File: config.mk
export PLATFORM = sky130hd
export DESIGN_NAME = sram_req_arbiter
export DESIGN_NICKNAME = d
export VERILOG_FILES = /design/src/rtl/sram_req_arbiter.sv
export SDC_FILE = /design/constraint.sdc
export NUM_CORES = 1
export LEC_CHECK = 0
export CAP_MARGIN = 20
export CORE_AREA = 2 2 113 115
export CTS_CLUSTER_DIAMETER = 120
export DETAILED_ROUTE_END_ITERATION = 10
export DIE_AREA = 0 0 115 117
export PLACE_DENSITY = 0.64
export SYNTH_ARGS = -nofsm -noshare
export SYNTH_HDL_FRONTEND = slang
export SYNTH_SLANG_ARGS = --single-unit
export TNS_END_PERCENT = 1
File: constraint.sdc
create_clock -name clk -period 2.2 [get_ports clk]
set_clock_uncertainty 0.05 [all_clocks]
set_input_delay 0.44 -clock clk [delete_from_list [all_inputs] [get_ports clk]]
set_output_delay 0.44 -clock clk [all_outputs]
set_load 0.02 [all_outputs]
File: src/rtl/sram_req_arbiter.sv
// sram_req_arbiter: multi-channel SRAM-like request arbiter with a grant lock
// and an in-order outstanding FIFO that steers each data_ok back to its owner.
module sram_req_arbiter #(
    parameter int NUM_CH     = 2,
    parameter int OUTS_DEPTH = 4,
    parameter int ADDR_W     = 32,
    parameter int DATA_W     = 32,
    parameter int FIXED_PRIO = 0
) (
    input  logic                              clk,
    input  logic                              resetn,
    input  logic [NUM_CH-1:0]                 m_req,
    input  logic [NUM_CH-1:0]                 m_wr,
    input  logic [2*NUM_CH-1:0]               m_size,
    input  logic [(DATA_W/8)*NUM_CH-1:0]      m_wstrb,
    input  logic [ADDR_W*NUM_CH-1:0]          m_addr,
    input  logic [DATA_W*NUM_CH-1:0]          m_wdata,
    output logic [NUM_CH-1:0]                 m_addr_ok,
    output logic [NUM_CH-1:0]                 m_data_ok,
    output logic [DATA_W-1:0]                 m_rdata,
    output logic                              s_req,
    output logic                              s_wr,
    output logic [1:0]                        s_size,
    output logic [(DATA_W/8)-1:0]             s_wstrb,
    output logic [ADDR_W-1:0]                 s_addr,
    output logic [DATA_W-1:0]                 s_wdata,
    input  logic                              s_addr_ok,
    input  logic                              s_data_ok,
    input  logic [DATA_W-1:0]                 s_rdata,
    output logic [$clog2(OUTS_DEPTH):0]       outs_cnt,
    output logic                              err_unexp
);

    localparam int SW  = DATA_W / 8;
    localparam int CW  = $clog2(OUTS_DEPTH) + 1;
    localparam int CHW = (NUM_CH > 1) ? $clog2(NUM_CH) : 1;
    localparam int PW  = (OUTS_DEPTH > 1) ? $clog2(OUTS_DEPTH) : 1;

    logic [CHW-1:0] r_rr_ptr;
    logic [CHW-1:0] r_lock_ch;
    logic           r_lock_v;
    logic           r_err;
    logic [CW-1:0]  r_cnt;
    logic [PW-1:0]  r_wptr;
    logic [PW-1:0]  r_rptr;
    logic [CHW-1:0] r_fifo [OUTS_DEPTH];

    logic           w_full;
    logic           w_empty;
    logic           w_gnt_v;
    logic           w_hs;
    logic           w_pop;
    logic [CHW-1:0] w_pick;
    logic [CHW-1:0] w_gnt;
    logic [CHW-1:0] w_head;

    // Scan downwards so the last hit is the first requester in priority order.
    function automatic logic [CHW-1:0] f_pick(input logic [NUM_CH-1:0] req,
                                              input logic [CHW-1:0]    ptr);
        logic [CHW-1:0] pick;
        int             k;
        pick = '0;
        for (int i = NUM_CH - 1; i >= 0; i--) begin
            k = (FIXED_PRIO != 0) ? i : (int'(ptr) + i) % NUM_CH;
            if (req[k[CHW-1:0]]) pick = k[CHW-1:0];
        end
        return pick;
    endfunction

    assign w_full  = (r_cnt == CW'(OUTS_DEPTH));
    assign w_empty = (r_cnt == '0);
    assign w_pick  = f_pick(m_req, r_rr_ptr);
    assign w_gnt   = r_lock_v ? r_lock_ch : w_pick;
    assign w_gnt_v = resetn & ~w_full & (r_lock_v | (|m_req));
    assign s_req   = w_gnt_v & m_req[w_gnt];
    assign w_hs    = s_req & s_addr_ok;
    assign w_head  = r_fifo[r_rptr];
    assign w_pop   = s_data_ok & ~w_empty;

    assign m_rdata   = s_rdata;
    assign outs_cnt  = r_cnt;
    assign err_unexp = r_err;

    always_comb begin
        s_wr      = 1'b0;
        s_size    = '0;
        s_wstrb   = '0;
        s_addr    = '0;
        s_wdata   = '0;
        m_addr_ok = '0;
        m_data_ok = '0;
        if (w_gnt_v) begin
            s_wr    = m_wr[w_gnt];
            s_size  = m_size[2*w_gnt +: 2];
            s_wstrb = m_wstrb[w_gnt*SW +: SW];
            s_addr  = m_addr[w_gnt*ADDR_W +: ADDR_W];
            s_wdata = m_wdata[w_gnt*DATA_W +: DATA_W];
        end
        if (w_hs)  m_addr_ok[w_gnt]  = 1'b1;
        if (w_pop) m_data_ok[w_head] = 1'b1;
    end

    always_ff @(posedge clk or negedge resetn) begin
        if (!resetn) begin
            r_rr_ptr  <= '0;
            r_lock_v  <= 1'b0;
            r_lock_ch <= '0;
            r_cnt     <= '0;
            r_wptr    <= '0;
            r_rptr    <= '0;
            r_err     <= 1'b0;
        end else begin
            // A full FIFO holds s_req low, so the lock simply persists across it.
            if (s_req && !s_addr_ok) begin
                r_lock_v  <= 1'b1;
                r_lock_ch <= w_gnt;
            end else if (w_hs) begin
                r_lock_v  <= 1'b0;
            end
            if (w_hs) begin
                r_rr_ptr <= (w_gnt == CHW'(NUM_CH - 1)) ? '0 : w_gnt + 1'b1;
                r_wptr   <= (r_wptr == PW'(OUTS_DEPTH - 1)) ? '0 : r_wptr + 1'b1;
            end
            if (w_pop)
                r_rptr <= (r_rptr == PW'(OUTS_DEPTH - 1)) ? '0 : r_rptr + 1'b1;
            if (w_hs && !w_pop)
                r_cnt <= r_cnt + 1'b1;
            else if (!w_hs && w_pop)
                r_cnt <= r_cnt - 1'b1;
            if (s_data_ok && w_empty)
                r_err <= 1'b1;
        end
    end

    always_ff @(posedge clk) begin
        if (w_hs) r_fifo[r_wptr] <= w_gnt;
    end

endmodule

After elaboration in Yosys (flattened, before gate mapping)
Memory sizes are Yosys's and may differ from the RTL's.
Index checks and enable logic that the tools add are counted.
- add/sub/neg operators: 6
- equal/unequal tests: 3
- muxes and demuxes: 31
- reductions and logical operators: 13
- $lt $le $gt $ge: 6
- bitwise operators: 8
- shift operators: 4
- operators by type and width (kind ; count):
    64-bit by 7-bit indexed part select with 32-bit output ; 2
    32-bit two-way mux ; 2
    1-bit two-way mux ; 19
    2-bit two-way mux ; 5
    1-bit by 2-bit less-than comparator with 1-bit output, second input constant ; 4
    8-bit by 4-bit indexed part select with 4-bit output ; 1
    1-bit logical AND ; 6
    3-bit two-way mux ; 2
    1-bit bitwise AND ; 5
    2-bit by 1-bit adder with 2-bit output, second input constant ; 2
    2-bit == test, second input constant ; 2
    4-bit two-way mux ; 1
    2-bit nonzero test ; 2
    4-bit by 3-bit indexed part select with 2-bit output ; 1
    3-bit by 1-bit adder with 3-bit output, second input constant ; 1
    3-bit == test, second input constant ; 1
    1-bit zero test ; 3
    3-bit zero test ; 1
    3-bit by 1-bit subtractor with 3-bit output, second input constant ; 1
    1-bit adder, second input constant ; 2
    1-bit demux with 1-bit select ; 2
    1-bit greater-or-equal comparator, second input constant ; 2
    1-bit NOT ; 2
    2-bit OR reduction ; 1
    1-bit OR ; 1
- memories kept: 1
- register bits: 11
- word-level logic and storage cells: 79
- memory bits (writable): 4
- output and inout port bits: 112
- memories (name ; depth ; width ; rd ports ; clocked after memory_dff ; wr ports ; RTL line ; RTL):
    r_fifo ; 4 ; 1 ; 1 ; 0 ; 1 ; 46 ; logic [CHW-1:0] r_fifo [OUTS_DEPTH];

Logic depth before layout (Yosys ltp)
- depth in word-level cells: 14
- mapped depth: 11
- gate-level depth less buffers: 11

Least setup slack after synthesis
No wires, ideal clock.
- path kind: reg2reg
- from: reg r_cnt[1] (netlist: outs_cnt[1])
- to: reg r_cnt[1] (netlist: outs_cnt[1])
- path buffers: 0
- library setup time: 0.125 ns
- slack: -0.172 ns
- arrival time: 2.197 ns
- cell stages (with the launch flop): 10
- required time: 2.025 ns
- cell sequence: dfrtp_1 > or3b_1 > o2111ai_2 > inv_4 > nand2_4 > inv_4 > ha_1 > inv_1 > fa_1 > mux2_2
- cells in the longest elaborated chain, start to end: 9
- ends and longest elaborated chain (item ; RTL line ; RTL):
    from (decl) ; 43 ; logic [CW-1:0] r_cnt;
    from (signal assigned) ; 127 ; r_cnt <= r_cnt + 1'b1;
    from (signal assigned) ; 129 ; r_cnt <= r_cnt - 1'b1;
    3-bit == test * ; 70 ; assign w_full = (r_cnt == CW'(OUTS_DEPTH));
    1-bit NOT * ; 74 ; assign w_gnt_v = resetn & ~w_full & (r_lock_v | (|m_req));
    1-bit bitwise AND * (2 in series) ; 74 ;
    1-bit bitwise AND * ; 75 ; assign s_req = w_gnt_v & m_req[w_gnt];
    net s_req ; 21 ; output logic s_req,
    1-bit bitwise AND * ; 76 ; assign w_hs = s_req & s_addr_ok;
    net w_hs ; 51 ; logic w_hs;
    1-bit zero test ; 128 ; else if (!w_hs && w_pop)
    1-bit logical AND ; 128 ;
    2-bit nonzero test (no line) ; n/a ;
The timed path passes the listed nets; every way through them passes the cells marked *. The select of a mux whose other input is x is not followed.
A chain may end at the register's enable or synchronous reset.

Worst setup path in the final report
- from: reg r_lock_v
- to: out s_addr[14]
- cells in the longest elaborated chain, start to end: 3
- ends and longest elaborated chain (item ; RTL line ; RTL):
    from (decl) ; 41 ; logic r_lock_v;
    from (signal assigned) ; 106 ; r_lock_v <= 1'b0;
    from (signal assigned) ; 115 ; r_lock_v <= 1'b1;
    from (signal assigned) ; 118 ; r_lock_v <= 1'b0;
    1-bit two-way mux / 1-bit OR (equally long branches) ; 73, 74 ;
    64-bit by 7-bit indexed part select with 32-bit output / 1-bit bitwise AND (equally long branches) ; 96, 74 ;
    32-bit two-way mux * ; 92 ; if (w_gnt_v) begin
    to (decl) ; 25 ; output logic [ADDR_W-1:0] s_addr,
Mark *: on every way between the ends. The rest lies on a longest branch, timed or not.

==> results by group <==
Run status
  • Status: complete, but fails checks
  • Failing checks: negative setup slack

Cells and area
  • Antenna cells: 0
  • Finished Cell Area: 5240 um^2
  • Layout Nets: 758
  • Most frequent cells in the layout: 148 x clkdlybuf4s50_1, 132 x nand2_1, 76 x buf_4
  • Share of cells above drive strength 1: 38.4%
  • Most common cell after layout, fill and taps aside: clkdlybuf4s50_1
  • Layout area overhead: 151%
  • Non-Filler Instances: 720

Logic synthesis
  • Cell variety after synth: 32
  • Syn_nets: 526
  • Post-synthesis sequential area ratio: 18.9%
  • Syn Area/Cell: 6.17 um^2
  • Post-Synthesis Cells: 339
  • Netlist Area Pre-Place: 2090 um^2
  • Yosys Warn Count: 0
  • Yosys reg bits: 15

Worst setup path
  • CP Launch Type: flip-flop
  • Crit-path max FO: 5
  • CP most frequent cell: buf_12
  • CP Cell Sequence: nand2b_4, o21a_4, buf_12, clkinv_8, buf_12, buf_12, buf_16, nand2_1, a21oi_1, buf_4
  • WP data arrival: 1.84 ns
  • Critical Path RT: 1.71 ns
  • Setup CP Type: flip-flop to primary output
  • Critical Path End Type: primary output
  • CP max stage cell: dfrtp_1
  • Crit-path max cell delay: 0.39 ns

Drt
  • Post-DRT Antenna Nets: 0
  • Total wire length: 12.9 mm
  • Initial DRC Count: 113
  • Residual DRC: 0
  • DR pass1 iterations: 4
  • Detailed-route via count: 3214
  • Drt wl/cell: 17.9 um
  • DR vias/cell: 4.46

Timing
  • RSZ-0062 raised after global routing: true
  • Period utilisation layout: 106%
  • # setup viols final: 75
  • Final Hold Viols: 0
  • Pins Over Slew Limit: 0
  • Worst hold margin: 0.266 ns
  • Worst Max-Slew Pin Slew: 0.253 ns
  • Setup tns final: -5.42 ns
  • Worst Slack Setup Final: -0.131 ns
  • Shortest period the worst path allows: 2.33 ns
  • Max-slew headroom: 83.1%
  • Fmax: 429 MHz

Clocking
  • Clock Pin Slew Worst Setup and Hold Paths: 0.05 ns
  • Cts bufs inserted: 3
  • Root Buffer: clkbuf_16
  • Sink Count: 15
  • Clk_lat worst skew: 0.25 ns
  • Max clock buf depth: 2
  • H-tree depth: 1
  • TritonCTS clock tree: built

Global routing
  • Vias in the first global route: 2961
  • Largest net degree at the start of global routing: 39
  • Tot GR Track Use: 16.1%
  • First-pass GRT wire length: 16.6 mm
  • Initial antenna violation count: 0
  • Grt ovf: 0

Power and ir drop
  • Max IR drop VDD: 0.000493 V
  • Sw Share: 46.3%
  • Net Sw Power: 2980 uW
  • Power share of the sequential group: 7.8%
  • Power share of the clock group: 5.5%
  • Lkg Pwr: 0.00230 uW
  • P_int: 3470 uW
  • Gate power share: 86.7%
  • Power Dens Cells: 1230 nW/um^2

Run
  • Max Cap Viol: 0

Hold path
  • Worst hold path class: input pin to asynchronous set/reset pin

Floorplan
  • Initial core utilization: 17.0%
  • Core area: 12300 um^2
  • Rows: 41
  • IO Pins: 292
  • Die W: 115 um
  • Full die area: 13500 um^2
  • DIE HEIGHT: 117 um

Place
  • HPWL after detailed placement: 8.26 mm
  • Port Buffers: 227
  • Post-Place Worst Slack: -0.829 ns
  • Dpl cells: 689
  • Cell Area, Placed: 4510 um^2
  • GPL Wtd Cong: 0.718
## per-stage QoR
step	power (uW)	util, %
3_3_place_gp	4410	36.7
2_1_floorplan	2700	-
5_1_grt	6850	42.5
6_report	6450	42.5
4_1_cts	6070	40.0
3_5_place_dp	4490	36.7
## per-layer routing
metal  track usage [%]  wire length [um]
met4              3.78               204
met3              3.19               947
met1              18.6              4880
met5                 0                 0
met2              30.6              6830
## final cells by class
type | count | area (um^2)
Sequential cell | 15 | 399
Timing Repair Buffer | 282 | 2930
Multi-Input combinational cell | 262 | 1600
Clock buffer | 4 | 78.8
Fill cell | 1221 | 7070
Inverter | 7 | 43.8
Tap cell | 150 | 188
## cell families after synthesis
kind of cell    after synthesis  share of synthesized area (%)
buf+inv                      62                           18.3
simple gates                163                           31.4
fa+ha+maj                     7                           4.55
mux                           6                           4.07
xor+xnor                      3                           1.26
compound gates               83                           21.5
flops                        15                           18.9
## what timing repair did
item / in CTS / in global routing
gates cloned: 10 / 3
endpoints found under the setup margin: 78 / 78
resized for setup: 417 / 73
buffers inserted: 12 / 4
hold buffers: 0 / 0
pin swaps: 44 / 20
## path summary, 6_finish.rpt
| path | startpoint | end | slack [ns] | cells after the start |
|---|---|---|---|---|
| min | resetn | outs_cnt[2] | 0.27 | 2 |
| min in group clk | err_unexp | err_unexp | 0.41 | 1 |
| max | r_lock_v | s_addr[14] | -0.13 | 10 |
| min reg2reg | err_unexp | err_unexp | 0.41 | 1 |
| max in group asynchronous | resetn | r_rptr[1] | 1.56 | 3 |
| max reg2reg | r_lock_v | outs_cnt[1] | -0.11 | 11 |
## state kept, by name, indices dropped and copies added (netlist names)
signal     flops
r_fifo         4
r_lock_ch      1
r_rptr         2
outs_cnt       3
r_wptr         2
err_unexp      1
r_rr_ptr       1
r_lock_v       1
## cells in the mapped netlist
cell       count  area, um^2
mux4_2         1        22.5
and3_2         4        30.0
o31ai_1        1        7.51
o21a_1         1        7.51
mux2_4         2        30.0
nor2b_1        2        12.5
buf_4         32         240
a31oi_1        1        6.26
inv_1          5        18.8
xor2_1         2        17.5
nand2_4        1        11.3
nand2_1      144         541
edfxtp_1       4         120
mux2_2         2        22.5
nor3_1         2        10.0
a21o_1         2        15.0
buf_2         19        95.1
a21oi_1       72         360
clkbuf_1       4        15.0
inv_4          2        12.5
o21ai_0        3        15.0
nor2_1         6        22.5
nand2b_1       2        12.5
fa_1           1        20.0
mux2i_1        1        10.0
o311ai_2       1        16.3
or3b_1         2        17.5
a21boi_0       1        7.51
o2111ai_2      1        15.0
xnor2_1        1        8.76
dfrtp_1       11         275
ha_1           6        75.1
## critical path, delay by kind of cell, from the launching register on
kind / cells / cell delay (ns)
compound gates: 2 / 0.35
buf+inv: 6 / 0.66
flops: 1 / 0.39
simple gates: 2 / 0.19
## power groups by stage
| stage | logic [uW] | clock network, uW | registers, uW |
|---|---|---|---|
| CTS | 5210 | 358 | 504 |
| finish | 5590 | 353 | 506 |
| global route | 5950 | 373 | 525 |
| floorplan | 2130 | 0 | 569 |
| detailed placement | 3980 | 0 | 505 |
| global placement | 3920 | 0 | 495 |
Power figures use the tool's default switching activity.
